File: src/rtl/wb_port_arbiter.sv
`default_nettype none
// ============================================================================
// Module   : wb_port_arbiter
// Purpose  : Shares the single register-file write port between in-order
//            pipeline writeback and a queued long-latency (mul/div) unit.
//            Includes starvation-forced stall and pending-write hazard query.
// Revision : 1.0 - initial release
// ============================================================================
module wb_port_arbiter #(
    parameter int DEPTH        = 2,
    parameter int STARVE_LIMIT = 4,
    parameter int DATA_W       = 32
) (
    input  logic              clk,
    input  logic              rst,
    input  logic              pipe_we,
    input  logic [4:0]        pipe_rd,
    input  logic [DATA_W-1:0] pipe_data,
    input  logic              ll_valid,
    output logic              ll_ready,
    input  logic [4:0]        ll_rd,
    input  logic [DATA_W-1:0] ll_data,
    output logic              rf_we,
    output logic [4:0]        rf_rd,
    output logic [DATA_W-1:0] rf_data,
    output logic              pipe_stall,
    input  logic [4:0]        q_rs1,
    input  logic [4:0]        q_rs2,
    output logic              q_rs1_pending,
    output logic              q_rs2_pending
);

    localparam int PTR_W = $clog2(DEPTH);
    localparam int CNT_W = $clog2(DEPTH + 1);
    localparam int STV_W = $clog2(STARVE_LIMIT + 1);

    localparam logic [0:0] ST_RUN   = 1'b0;
    localparam logic [0:0] ST_STALL = 1'b1;

    // FIFO storage and bookkeeping
    logic [4:0]        rd_mem_q   [DEPTH];
    logic [DATA_W-1:0] data_mem_q [DEPTH];
    logic [DEPTH-1:0]  valid_q, valid_d;
    logic [PTR_W-1:0]  wr_ptr_q, wr_ptr_d;
    logic [PTR_W-1:0]  rd_ptr_q, rd_ptr_d;
    logic [CNT_W-1:0]  count_q, count_d;

    // Starvation FSM
    logic [0:0]        state_q, state_d;
    logic [STV_W-1:0]  stv_q, stv_d;

    // Registered write port
    logic              rf_we_q, rf_we_d;
    logic [4:0]        rf_rd_q, rf_rd_d;
    logic [DATA_W-1:0] rf_data_q, rf_data_d;

    logic fifo_empty;
    logic pw;
    logic pop;
    logic enq;

    assign fifo_empty = (count_q == '0);
    // Slot availability looks only at the registered count, so a same-cycle
    // pop never frees room for a same-cycle enqueue.
    assign ll_ready   = (count_q != CNT_W'(DEPTH));
    assign pipe_stall = (state_q == ST_STALL);
    assign pw         = pipe_we && (pipe_rd != 5'd0) && !pipe_stall;
    assign pop        = !pw && !fifo_empty;
    // x0 results complete the handshake but are dropped here.
    assign enq        = ll_valid && ll_ready && (ll_rd != 5'd0);

    assign rf_we   = rf_we_q;
    assign rf_rd   = rf_rd_q;
    assign rf_data = rf_data_q;

    // Hazard query: any valid queued entry (including the one being popped) matches
    always_comb begin
        q_rs1_pending = 1'b0;
        q_rs2_pending = 1'b0;
        for (int i = 0; i < DEPTH; i++) begin
            if (valid_q[i] && (rd_mem_q[i] == q_rs1) && (q_rs1 != 5'd0)) begin
                q_rs1_pending = 1'b1;
            end
            if (valid_q[i] && (rd_mem_q[i] == q_rs2) && (q_rs2 != 5'd0)) begin
                q_rs2_pending = 1'b1;
            end
        end
    end

    // FIFO pointer, occupancy and valid-bit next state
    always_comb begin
        wr_ptr_d = wr_ptr_q;
        rd_ptr_d = rd_ptr_q;
        count_d  = count_q;
        valid_d  = valid_q;
        if (pop) begin
            valid_d[rd_ptr_q] = 1'b0;
            rd_ptr_d          = rd_ptr_q + PTR_W'(1);
        end
        if (enq) begin
            valid_d[wr_ptr_q] = 1'b1;
            wr_ptr_d          = wr_ptr_q + PTR_W'(1);
        end
        if (enq && !pop) begin
            count_d = count_q + CNT_W'(1);
        end else if (pop && !enq) begin
            count_d = count_q - CNT_W'(1);
        end
    end

    // Write-port grant: pipeline first, otherwise drain the FIFO head
    always_comb begin
        rf_we_d   = 1'b0;
        rf_rd_d   = rf_rd_q;
        rf_data_d = rf_data_q;
        if (pw) begin
            rf_we_d   = 1'b1;
            rf_rd_d   = pipe_rd;
            rf_data_d = pipe_data;
        end else if (pop) begin
            rf_we_d   = 1'b1;
            rf_rd_d   = rd_mem_q[rd_ptr_q];
            rf_data_d = data_mem_q[rd_ptr_q];
        end
    end

    // Starvation FSM: count non-draining cycles, then force a one-cycle stall
    always_comb begin
        state_d = state_q;
        stv_d   = stv_q;
        case (state_q)
            ST_RUN: begin
                if (pop || fifo_empty) begin
                    stv_d = '0;
                end else if (stv_q == STV_W'(STARVE_LIMIT - 1)) begin
                    state_d = ST_STALL;
                    stv_d   = '0;
                end else begin
                    stv_d = stv_q + STV_W'(1);
                end
            end
            default: begin
                state_d = ST_RUN;
                stv_d   = '0;
            end
        endcase
    end

    // Control state registers with synchronous active-low reset
    always_ff @(posedge clk) begin
        if (!rst) begin
            valid_q   <= '0;
            wr_ptr_q  <= '0;
            rd_ptr_q  <= '0;
            count_q   <= '0;
            state_q   <= ST_RUN;
            stv_q     <= '0;
            rf_we_q   <= 1'b0;
            rf_rd_q   <= 5'd0;
            rf_data_q <= '0;
        end else begin
            valid_q   <= valid_d;
            wr_ptr_q  <= wr_ptr_d;
            rd_ptr_q  <= rd_ptr_d;
            count_q   <= count_d;
            state_q   <= state_d;
            stv_q     <= stv_d;
            rf_we_q   <= rf_we_d;
            rf_rd_q   <= rf_rd_d;
            rf_data_q <= rf_data_d;
        end
    end

    // Payload storage needs no reset; validity is tracked by valid_q
    always_ff @(posedge clk) begin
        if (enq) begin
            rd_mem_q[wr_ptr_q]   <= ll_rd;
            data_mem_q[wr_ptr_q] <= ll_data;
        end
    end

endmodule
`default_nettype wire

File: config.mk
export PLATFORM = sky130hd
export DESIGN_NAME = wb_port_arbiter
export DESIGN_NICKNAME = d
export VERILOG_FILES = /design/src/rtl/wb_port_arbiter.sv
export SDC_FILE = /design/constraint.sdc
export NUM_CORES = 1
export LEC_CHECK = 0
export ABC_CLOCK_PERIOD_IN_PS = 7260
export CORE_MARGIN = 2
export CORE_UTILIZATION = 45
export CTS_CLUSTER_DIAMETER = 150
export DETAILED_ROUTE_END_ITERATION = 12
export DONT_BUFFER_PORTS = 1
export GPL_ROUTABILITY_DRIVEN = 1
export GPL_TIMING_DRIVEN = 0
export RECOVER_POWER = 25
export SLEW_MARGIN = 20
export SYNTH_ARGS = -nofsm -noshare
export SYNTH_HDL_FRONTEND = slang
export SYNTH_SLANG_ARGS = --single-unit
File: constraint.sdc
create_clock -name clk -period 7.26 [get_ports clk]
set_input_delay 1.452 -clock clk [delete_from_list [all_inputs] [get_ports clk]]
set_output_delay 1.452 -clock clk [all_outputs]
set_load 0.1 [all_outputs]
==> impl_metrics.yaml <==
final_layout:
  nets: 523
  diodes: 0
  fillers: 940
  synthToLayoutAreaGrowth_pct: 16.91
  instances_no_fill: 585
  multiInputGateArea_um2: 1639
  regArea_um2: 3203
  drive_gt1_share_pct: 11.69
place:
  gp_congestion: 0.7107
  pre_cts_ws_ps: 2779
  port_buffers: 0
  place_inst: 553
  hpwlAfterDp_um: 7913
hold_path:
  hp-class: "flip-flop to flip-flop"
route:
  wl_per_cell_um: 19.17
  vias: 3228
  drtIter0Drc: 126
  wirelength_um: 11220
  post_drt_via_cell_ratio: 5.518
  ant_nets: 0
  drt-pass1-iter-count: 5
  drc: 0
yosys:
  synth_area_um2: 4956
  synth_edf_count: 74
  ys_async_sr_fraction_pct: 0
  synth_compound_area_share_pct: 11.36
  avgSynthCellArea_um2: 12.06
  synth_cell_type_count: 30
  synth-simple-area-share_pct: 9.291
  synthMuxAreaShare_pct: 7.473
  synth_fa_ha_area_share_pct: 0.7574
  netlist_instances: 411
  synth_top_flop_cell: "edfxtp_1"
  ys.warnings.count: 0
  ys_seq_elements: 123
  syn_nets: 502
  yosys.area_share.xor_xnor_pct: 3.888
  ys_seq_area_share_pct: 64.63
  synth_top_family_by_area: "compound AO/OA/AOI/OAI gates"
critical_path:
  path_class: "input pin to primary output"
  reg2reg_slack_ps: 4460
  crit_slowest_cell: "a21oi_2"
  r2r-end: "data_mem_q[0][24]"
  cp-start-kind: "input pin"
  crit_end: "q_rs2_pending"
  crit_chain: "xor2_1 -> nor4_1 -> nand3_1 -> a21oi_2"
  crit_path_start: "q_rs2[0]"
  rr_startpoint: "count_q[0]"
  arrival_ps: 3020
  rr_worst_depth: 4
  crit_fanout: 3
  cp-end-kind: "primary output"
  required_ps: 5810
  critPathMaxStageDelay_ps: 940
die:
  io_pins: 130
  num_rows: 38
  die_x_um: 108.9
  die_h_um: 108.9
  fp.dieArea_um2: 11870
  start_util_pct: 45.92
  core_area_um2: 10790
cts:
  hold_buffers: 0
  post_cts_buffers: 0
  cts_buffers: 17
  cts_resized: 0
  clock_path_buffers: 2
  path_clk_slew_ps: 60
  htree_levels: 4
  clkSinkCount: 123
  root_buffer: "clkbuf_8"
  cts_tree: "built"
  worstSkewPairLatency_ps: 520
timing:
  maxSlewViolCount: 0
  rsz0062_at_grt: "no"
  worst_slack_ps: 2785
  max_slew.worst_pin.slew_ps: 1180
  finalClockSkew_ps: 7.788
  setup_violations: 0
  max_freq_mhz: 223.4
  hold_viol: 0
  fin_crit_sh_pct: 61.65
  min_period_ps: 4475
  final.setup.tns_ps: 0
  relSlewSlack_pct: 21.38
global_routing:
  grt_pass1_vias: 3328
  overflow: 0
  grt_pass1_wl_um: 17350
  met2_usage_pct: 32.74
  use_met3_pct: 10.16
  top_usage_layer: "met2"
  grtUsageMet1_pct: 22.54
  grt_use_total_pct: 20.11
  grt_max_degree: 28
  grt_antenna_before_repair: 0
run:
  max_cap_violations: 0
pwr:
  p_per_area_nw_per_um2: 441.6
  leakagePower_uw: 0.002009
  peakVddDrop_mv: 0.2260
outcome:
  status: "complete, no violations"
per-layer routing:
layer	routed length [um]	part of all wire [%]
met5	0	0
met4	184	1.6
met3	1147	10
met2	5347	48
met1	4536	40
metrics by stage:
step           hold slack (ps)  total power [uW]  util, %  cell area [um2]
6_report                 448.5              2559    53.69             5794
3_5_place_dp             436.8              1724    48.05             5186
2_1_floorplan            408.4              1589        -             4956
5_1_grt                  468.4              2668    53.69             5794
3_3_place_gp             417.6              1705    47.54             5131
4_1_cts                  444.9              2590    53.69             5794
critical path, delay by kind of cell:
kind	cells	cell delay, ps
xor gates and xnor gates	1	130
and+or+nand+nor	2	500
AOI/OAI and AO/OA	1	940
logic make-up after synthesis:
logic type      count (synthesis)
compound gates                 89
mux                            37
fa+ha+maj                       3
flops                         123
xor+xnor                       22
simple gates                  107
buf+inv                        30
synthesized netlist by cell type, types with 5 or more instances:
cell	n	area [um2]
dfxtp_1	49	980.9
edfxtp_1	74	2222
nor2_1	5	18.77
buf_2	13	65.06
a21oi_1	40	200.2
nand3_1	5	25.02
mux2i_1	37	370.4
xor2_1	18	157.7
nand2_1	79	296.5
clkbuf_1	13	48.80
o211ai_1	33	247.7
o21ai_0	8	40.04
how the worst min path moves through the flow:
stage / to / startpoint / slack [ps] / cells after the start
global placement: stv_q[0] / stv_q[0] / 420 / 1
global route: stv_q[0] / stv_q[0] / 470 / 1
detailed placement: stv_q[0] / stv_q[0] / 440 / 1
floorplan: stv_q[0] / stv_q[0] / 410 / 1
CTS: stv_q[0] / stv_q[0] / 440 / 1
finish: stv_q[0] / stv_q[0] / 450 / 1
where the power goes:
| group | switching, uW | internal [uW] |
|---|---|---|
| combinational | 277 | 159 |
| clock | 292 | 564 |
| sequential | 394 | 872 |
registers in the layout, summed over array words and instances (netlist names), 2 cells and up, named ones only:
signal / flops
rd_mem_q: 10
valid_q: 2
rf_rd: 5
stv_q: 3
count_q: 2
data_mem_q: 64
rf_data: 32
cells in the final DEF (no fill, tap or decap), types with 13 or more instances in the layout:
master,netlist,layout
xor2_1,18,18
a21oi_1,40,38
nand2_1,79,79
mux2i_1,37,37
clkbuf_16,0,16
buf_2,13,13
edfxtp_1,74,74
dfxtp_1,49,49
clkbuf_1,13,15
o211ai_1,33,33
area by class of cell:
type,instances,share of cell area [%]
Timing Repair Buffer,2,0.6910
Multi-Input combinational cell,258,28.29
Inverter,4,0.2591
Tap cell,140,3.023
Clock buffer,20,7.515
Sequential cell,123,55.28
Clock inverter,12,2.980
Buffer,26,1.965
No activity file was read; power rests on OpenSTA's default activity.
